## src/rtl/fp32_to_int_converter.sv

```systemverilog
// fp32_to_int_converter
//   Four-stage pipelined IEEE-754 single-precision to signed 32-bit integer
//   converter. Shares the valid framing and 2-bit status code of the FPU and
//   adds output backpressure. Each stage holds while the output is stalled.
//
//   Stages: S1 unpack/classify, S2 range check, S3 align (and optional
//   rounding), S4 sign/saturate/status into the output registers.
//
//   Ports:
//     clk      in   clock, rising edge
//     rst      in   synchronous active-low reset
//     a        in   float operand {sign, exp[7:0], frac[22:0]}
//     arg_vld  in   operand valid
//     arg_rdy  out  operand can be accepted this cycle (combinational)
//     result   out  signed integer result
//     state    out  status: OK=00, NAN=01, INF=10, NUL=11
//     res_vld  out  result/state valid
//     res_rdy  in   consumer accepts result
//
//   Build option: define FP2INT_RNE_EN to round to nearest-even instead of
//   truncating toward zero. Latency is 4 cycles either way.

module fp32_to_int_converter #(
    parameter int unsigned STAGES = 4,
    parameter int unsigned INT_W  = 32
) (
    input  logic             clk,
    input  logic             rst,
    input  logic [31:0]      a,
    input  logic             arg_vld,
    output logic             arg_rdy,
    output logic [INT_W-1:0] result,
    output logic [1:0]       state,
    output logic             res_vld,
    input  logic             res_rdy
);

    localparam int unsigned EXP_W  = 8;
    localparam int unsigned FRAC_W = 23;
    localparam int unsigned MANT_W = FRAC_W + 1;
    localparam int unsigned SH_W   = 5;

    localparam logic [1:0] ST_OK  = 2'b00;
    localparam logic [1:0] ST_NAN = 2'b01;
    localparam logic [1:0] ST_INF = 2'b10;
    localparam logic [1:0] ST_NUL = 2'b11;

    localparam logic [INT_W-1:0] INT_MAX = {1'b0, {(INT_W-1){1'b1}}};
    localparam logic [INT_W-1:0] INT_MIN = {1'b1, {(INT_W-1){1'b0}}};

    // Depth and width are architectural constants of this block.
    if (STAGES != 4 || INT_W != 32) begin : g_bad_cfg
        $error("fp32_to_int_converter: STAGES must be 4 and INT_W must be 32");
    end

    // ------------------------------------------------------------------
    // Handshake: a stalled output freezes the whole pipe.
    // ------------------------------------------------------------------
    logic stall_c;
    logic adv_c;

    assign stall_c = res_vld & ~res_rdy;
    assign adv_c   = ~stall_c;
    assign arg_rdy = ~stall_c;

    // ------------------------------------------------------------------
    // S1: unpack and classify.
    // ------------------------------------------------------------------
    logic              a_sign_c;
    logic [EXP_W-1:0]  a_exp_c;
    logic [FRAC_W-1:0] a_frac_c;

    assign a_sign_c = a[31];
    assign a_exp_c  = a[30:23];
    assign a_frac_c = a[22:0];

    logic              s1_vld;
    logic              s1_sign;
    logic [EXP_W-1:0]  s1_exp;
    logic [MANT_W-1:0] s1_mant;
    logic              s1_nan;
    logic              s1_inf;

    // Zero and denormal inputs get a zero mantissa so they fall out as 0 later.
    always_ff @(posedge clk) begin
        if (!rst) begin
            s1_vld  <= 1'b0;
            s1_sign <= 1'b0;
            s1_exp  <= '0;
            s1_mant <= '0;
            s1_nan  <= 1'b0;
            s1_inf  <= 1'b0;
        end else if (adv_c) begin
            s1_vld  <= arg_vld;
            s1_sign <= a_sign_c;
            s1_exp  <= a_exp_c;
            s1_mant <= (a_exp_c == '0) ? '0 : {1'b1, a_frac_c};
            s1_nan  <= (a_exp_c == '1) && (a_frac_c != '0);
            s1_inf  <= (a_exp_c == '1) && (a_frac_c == '0);
        end
    end

    // ------------------------------------------------------------------
    // S2: unbiased exponent, overflow detect, shift direction/amount.
    // ------------------------------------------------------------------
    logic signed [8:0] s2_e_c;
    logic signed [8:0] s2_rsh_c;
    logic              s2_min_int_c;
    logic              s2_ovf_c;
    logic              s2_shl_c;
    logic [SH_W-1:0]   s2_shamt_c;

    assign s2_e_c       = $signed({1'b0, s1_exp}) - 9'sd127;
    assign s2_rsh_c     = 9'sd23 - s2_e_c;
    // -2^31 is the one magnitude of 2^31 that still fits.
    assign s2_min_int_c = s1_sign && (s1_exp == 8'd158) &&
                          (s1_mant == {1'b1, {FRAC_W{1'b0}}});
    assign s2_ovf_c     = (s2_e_c >= 9'sd31) && !s2_min_int_c;
    assign s2_shl_c     = (s2_e_c >= 9'sd23);

    // Right shifts clamp at 25: 24 still leaves the leading one as guard
    // (values in [0.5,1)), 25 and beyond only contribute sticky.
    always_comb begin
        s2_shamt_c = '0;
        if (s2_shl_c) begin
            if (s2_e_c <= 9'sd31) begin
                s2_shamt_c = SH_W'(s2_e_c - 9'sd23);
            end
        end else if (s2_rsh_c > 9'sd25) begin
            s2_shamt_c = SH_W'(25);
        end else begin
            s2_shamt_c = SH_W'(s2_rsh_c);
        end
    end

    logic              s2_vld;
    logic              s2_sign;
    logic [MANT_W-1:0] s2_mant;
    logic              s2_nan;
    logic              s2_inf;
    logic              s2_ovf;
    logic              s2_shl;
    logic [SH_W-1:0]   s2_shamt;

    always_ff @(posedge clk) begin
        if (!rst) begin
            s2_vld   <= 1'b0;
            s2_sign  <= 1'b0;
            s2_mant  <= '0;
            s2_nan   <= 1'b0;
            s2_inf   <= 1'b0;
            s2_ovf   <= 1'b0;
            s2_shl   <= 1'b0;
            s2_shamt <= '0;
        end else if (adv_c) begin
            s2_vld   <= s1_vld;
            s2_sign  <= s1_sign;
            s2_mant  <= s1_mant;
            s2_nan   <= s1_nan;
            s2_inf   <= s1_inf;
            s2_ovf   <= s2_ovf_c;
            s2_shl   <= s2_shl_c;
            s2_shamt <= s2_shamt_c;
        end
    end

    // ------------------------------------------------------------------
    // S3: align the mantissa to an unsigned integer magnitude.
    // ------------------------------------------------------------------
    logic [INT_W-1:0] s3_mag_l_c;
    logic [INT_W-1:0] s3_mag_r_c;
    logic [INT_W-1:0] s3_mag_c;

    assign s3_mag_l_c = {{(INT_W-MANT_W){1'b0}}, s2_mant} << s2_shamt;

`ifdef FP2INT_RNE_EN
    // Shift into a double-width window: the lower half holds guard + sticky.
    logic [2*MANT_W-1:0] s3_win_c;
    logic [INT_W-1:0]    s3_trunc_c;
    logic                s3_guard_c;
    logic                s3_sticky_c;
    logic                s3_rnd_c;

    assign s3_win_c    = {s2_mant, {MANT_W{1'b0}}} >> s2_shamt;
    assign s3_trunc_c  = {{(INT_W-MANT_W){1'b0}}, s3_win_c[2*MANT_W-1:MANT_W]};
    assign s3_guard_c  = s3_win_c[MANT_W-1];
    assign s3_sticky_c = |s3_win_c[MANT_W-2:0];
    assign s3_rnd_c    = s3_guard_c & (s3_sticky_c | s3_trunc_c[0]);
    assign s3_mag_r_c  = s3_trunc_c + {{(INT_W-1){1'b0}}, s3_rnd_c};
`else
    // A shift of 24 or more leaves nothing, which covers |x| < 1.
    assign s3_mag_r_c  = {{(INT_W-MANT_W){1'b0}}, s2_mant >> s2_shamt};
`endif

    assign s3_mag_c = s2_shl ? s3_mag_l_c : s3_mag_r_c;

    logic             s3_vld;
    logic             s3_sign;
    logic             s3_nan;
    logic             s3_inf;
    logic             s3_ovf;
    logic [INT_W-1:0] s3_mag;

    always_ff @(posedge clk) begin
        if (!rst) begin
            s3_vld  <= 1'b0;
            s3_sign <= 1'b0;
            s3_nan  <= 1'b0;
            s3_inf  <= 1'b0;
            s3_ovf  <= 1'b0;
            s3_mag  <= '0;
        end else if (adv_c) begin
            s3_vld  <= s2_vld;
            s3_sign <= s2_sign;
            s3_nan  <= s2_nan;
            s3_inf  <= s2_inf;
            s3_ovf  <= s2_ovf;
            s3_mag  <= s3_mag_c;
        end
    end

    // ------------------------------------------------------------------
    // S4: apply sign, saturate, and pick the status code.
    // ------------------------------------------------------------------
    logic [INT_W-1:0] result_nxt_c;
    logic [1:0]       state_nxt_c;

    always_comb begin
        result_nxt_c = '0;
        state_nxt_c  = ST_OK;
        if (s3_nan) begin
            result_nxt_c = '0;
            state_nxt_c  = ST_NAN;
        end else if (s3_inf || s3_ovf) begin
            result_nxt_c = s3_sign ? INT_MIN : INT_MAX;
            state_nxt_c  = ST_INF;
        end else if (s3_mag == '0) begin
            result_nxt_c = '0;
            state_nxt_c  = ST_NUL;
        end else begin
            result_nxt_c = s3_sign ? (~s3_mag + {{(INT_W-1){1'b0}}, 1'b1}) : s3_mag;
            state_nxt_c  = ST_OK;
        end
    end

    // Bubbles leave result/state untouched so the bus only moves on real data.
    always_ff @(posedge clk) begin
        if (!rst) begin
            res_vld <= 1'b0;
            result  <= '0;
            state   <= ST_OK;
        end else if (adv_c) begin
            res_vld <= s3_vld;
            if (s3_vld) begin
                result <= result_nxt_c;
                state  <= state_nxt_c;
            end
        end
    end

endmodule
```

## config.mk

```make
export PLATFORM = sky130hd
export DESIGN_NAME = fp32_to_int_converter
export DESIGN_NICKNAME = d
export VERILOG_FILES = /design/src/rtl/fp32_to_int_converter.sv
export SDC_FILE = /design/constraint.sdc
export NUM_CORES = 1
export LEC_CHECK = 0
export CORE_MARGIN = 3
export CORE_UTILIZATION = 60
export CTS_CLUSTER_DIAMETER = 80
export DETAILED_ROUTE_END_ITERATION = 8
export PLACE_DENSITY = 0.82
export REMOVE_ABC_BUFFERS = 1
export SYNTH_ARGS = -nofsm -noshare
export SYNTH_HDL_FRONTEND = slang
export SYNTH_SLANG_ARGS = --single-unit
```

## constraint.sdc

```tcl
create_clock -name clk -period 3.8 [get_ports clk]
set_input_delay 1.14 -clock clk [delete_from_list [all_inputs] [get_ports clk]]
set_output_delay 1.14 -clock clk [all_outputs]
set_load 0.02 [all_outputs]
```

==> impl_summary.md <==
Finish
Compared with the post-synthesis result, the final layout area differs by 14.0%. Of the cells placed in the final design, the portion with a size suffix greater than 1 is between 10% and 20%. The final antenna diode count is 0.

The finished layout cell area is around 11000 um2. The final layout contains 1187 nets. The final core utilization is 70.5%.

Route
The overall routed net length is approximately 25 mm. For this block, the via count after detailed routing is roughly 8700. For this run, design rule violations remaining after detail routing come to 0. Once detail routing completed, the nets flagged for antenna violations numbered 0.

The first detailed-routing pass ran for 5 iterations. The violation count after the first detailed-routing iteration is ~770. The average wire per cell in the routed design is 18.0 um. The via density per instance is approximately 6.4.

Place
Port buffering added 71 buffers. Once detailed placement completed, the half-perimeter wirelength came to around 17 mm. The placed instances occupy a cell area of 10200 um2. The routability congestion estimate is 0.992.

Outcome
The flow ran to the end, and the final reports show no timing, DRC or antenna violations.

Timing
The final max-slew violation count is 0. Setup repair after global routing left no endpoint under its margin. The worst path in the final design needs a cycle of 3560 ps, including I/O delays and setup. The hold violation total from the final report is 0.

At the pin with the least slew margin, the transition time is between 900 and 1000 ps. The number of setup violations in the final report is 0. Of the available clock period, the critical path in the final layout requires between 90% and 100%. The worst slew margin relative to its limit is 37.5%.

The clock skew after layout is 7.72 ps. The upper clock frequency limit is between 200 and 300 MHz.

Worst setup path
The worst setup path is launched from a primary input. Traced cell by cell, the critical path runs through clkdlybuf4s50_1 > nor2b_4 > inv_2 > clkdlybuf4s50_1. The cell that appears most often on the critical path is sky130_fd_sc_hd__clkdlybuf4s50_1. In this run the worst path has a maximum fanout of 2. For this design, the slowest cell found on the critical path is sky130_fd_sc_hd__clkdlybuf4s50_1. The critical path in this run is classified as primary input to output port. The worst setup path is captured at an output port. The signal arrival time at the worst endpoint is 2420 ps.

The worst register-to-register path has a setup slack of 550 ps. The worst stage delay on the critical path is 620 ps. For the worst setup path, the data required time is ~2700 ps.

Synthesis
The top cell type's share of synthesized area is 30.2%. The async set-or-reset flop fraction in the synthesized netlist is 0%. In this run, distinct cell masters in the synthesized netlist total 73. The synthesized netlist devotes roughly a quarter of its cell area to compound gates. In this run, synthesis inferred 0 flip-flops with an integrated enable. Of the total synthesized cell area, the portion taken by XOR and XNOR cells is 1.48%.

The leading register cell type out of synthesis is sky130_fd_sc_hd__dfxtp_1. The cell area after synthesis is 9480 um2. The adder and majority gate portion of the synthesized area is 1.06%.

Yosys attributes the largest share of cell area to sky130_fd_sc_hd__dfxtp_1 (30%), sky130_fd_sc_hd__mux4_2 (9.3%), sky130_fd_sc_hd__nand2_1 (6.5%). In the post-synthesis netlist, the cell with the most instances is sky130_fd_sc_hd__nand2_1. Synthesis produced 1124 cells. The biggest area consumer among synthesized cells is sky130_fd_sc_hd__dfxtp_1. Sequential elements use 30.2% of the synthesized area. In the synthesized netlist, mux cells make up between 10% and 20% of the area. Of the total synthesized cell area, the portion taken by AND, OR, NAND and NOR gates is 20.6%.

Yosys printed 0 warnings. Sorting the synthesized cells by how often they occur yields sky130_fd_sc_hd__nand2_1 (164), sky130_fd_sc_hd__dfxtp_1 (143), sky130_fd_sc_hd__nor2_1 (70). The flop and latch count out of synthesis is 143. After synthesis, the largest family of logic cells by area is compound AO/OA/AOI/OAI gates. The mean post-synth cell area is about 8.4 um2.

Floorplanning
For this design the top-level I/O count stands at ~70. The total area inside the core boundary comes to about 15000 um2. The initial utilization of the core area, before any placement, comes to 61.9%. In this run the horizontal extent of the chip is 132 um. The row count is 45. The die is 132 um tall.

The die covers 17300 um2.

Clocking
The tree built by TritonCTS fans out to 143 sinks. In this run, post-CTS hold repair placed 0 buffers. The CTS tree is built. The count of buffers added by post-CTS timing repair for setup is 0. The number of buffers on the longest clock path is 2. The clock insertion delay at the later pin of the skew report is 420 ps. The number of CTS-inserted buffers is 17.

The clock-pin slew of the registers on the worst-case setup and hold paths is around 60 ps. The count of H-tree levels built during CTS is 4. The CTS root buffer is sky130_fd_sc_hd__clkbuf_16. Once the clock tree was built, the resizer swapped 0 gates to a different size.

GRT
The total global routing track utilization is between 20% and 30%. The wire length of the first global-routing pass is 39.9 mm. The via count of the first global-routing pass is about 7800. The initial antenna violation count is 0. The pin count of the biggest net entering global routing is 72. The residual overflow from global routing is 0.

Worst hold path
The worst hold-check path type is flop to flop.

Job
Max-cap violations in this run came to 0.

Power
IR analysis of the VDD net gives a maximum drop of 0.318 mV. In this run the static leakage power is 3.91 nW. Dividing total power by cell area gives a power density of 396 nW/um2.
-- where the power goes --
group,switching (mW),internal [mW],total [mW]
Clock,0.616,1.04,1.66
Combinational,0.523,0.412,0.935
Sequential,0.115,1.56,1.68
-- cells by family after synthesis --
group,after synthesis
DFF,143
buffers and inverters,115
muxes,101
and+or+nand+nor,393
xor gates and xnor gates,16
adders and majority gates,8
AOI/OAI and AO/OA,348
-- metrics by stage --
stage | worst slack (ps) | power, mW | setup TNS (ps) | hold WS (ps) | std cells
detailed placement | 255 | 2.62 | 0 | 434 | 1335
global placement | 262 | 2.60 | 0 | 429 | 1335
CTS | 245 | 4.27 | 0 | 443 | 1366
floorplan | -4540 | 2.34 | -517300 | 441 | 1028
finish | 237 | 4.28 | 0 | 440 | 1366
global route | 213 | 4.46 | 0 | 464 | 1366
-- worst paths after layout --
path                            from                  endpoint  depth (start not counted)
max                          res_rdy                   arg_rdy                          4
min          result[12]$_SDFFE_PN0P_   result[12]$_SDFFE_PN0P_                          2
max reg2reg   s1_exp[1]$_SDFFE_PN0N_  s2_shamt[1]$_SDFFE_PN0N_                         10
min reg2reg  result[12]$_SDFFE_PN0P_   result[12]$_SDFFE_PN0P_                          2
-- sequential cells by signal, summed over array words and instances, names as in the netlist, 2 cells and up --
register	count
s1_mant	24
s1_exp	8
s3_mag	32
state	2
s2_shamt	5
s2_mant	24
result	32
-- cell type report --
type                       instances  area [um2]
sequential                       143        2870
multi-input combinational        866        6120
clock buffer                      21         450
fill                            1210        4510
clock inverter                    10         138
tap                              211         264
inverter                          19        71.3
timing repair buffer              96         893
-- metal layers --
layer / global-route usage (%) / wire length (um) / share of wire [%]
met2: 46.7 / 11900 / 48
met4: 8.69 / 472 / 1.9
met1: 36.5 / 10500 / 43
met5: 0 / 0 / 0
met3: 4.52 / 1640 / 6.7
-- placed cells by master (no fill, tap or decap), types with 6 or more instances in the layout --
cell	instances
sky130_fd_sc_hd__nand2_1	164
sky130_fd_sc_hd__and3_1	7
sky130_fd_sc_hd__nand3_1	8
sky130_fd_sc_hd__mux2i_1	43
sky130_fd_sc_hd__o211ai_1	16
sky130_fd_sc_hd__o21a_1	6
sky130_fd_sc_hd__o21ai_0	54
sky130_fd_sc_hd__a221oi_1	6
sky130_fd_sc_hd__mux4_2	39
sky130_fd_sc_hd__nor3_1	17
sky130_fd_sc_hd__buf_4	25
sky130_fd_sc_hd__nand4_1	6
sky130_fd_sc_hd__xnor2_1	8
sky130_fd_sc_hd__nor2_1	70
sky130_fd_sc_hd__ha_1	8
sky130_fd_sc_hd__clkbuf_16	17
sky130_fd_sc_hd__clkdlybuf4s50_1	70
sky130_fd_sc_hd__and2_1	7
sky130_fd_sc_hd__o21ai_1	11
sky130_fd_sc_hd__nor2b_1	43
sky130_fd_sc_hd__mux2_2	19
sky130_fd_sc_hd__xor2_1	8
sky130_fd_sc_hd__a22oi_1	32
sky130_fd_sc_hd__a31oi_1	10
sky130_fd_sc_hd__a21oi_1	52
sky130_fd_sc_hd__o22ai_1	17
sky130_fd_sc_hd__a22o_1	19
sky130_fd_sc_hd__a21boi_0	55
sky130_fd_sc_hd__nor3b_1	6
sky130_fd_sc_hd__o22a_1	6
sky130_fd_sc_hd__o31ai_1	6
sky130_fd_sc_hd__nand2b_1	14
sky130_fd_sc_hd__nor4_1	14
sky130_fd_sc_hd__inv_1	16
sky130_fd_sc_hd__o21bai_1	6
sky130_fd_sc_hd__dfxtp_1	141
sky130_fd_sc_hd__a211oi_1	10
-- critical path: cells and delay by family --
family | cells | cell delay [ps]
buffers and inverters | 3 | 1230
AND/OR/NAND/NOR | 1 | 60
Note: power is estimated with default switching activity, not from simulation.
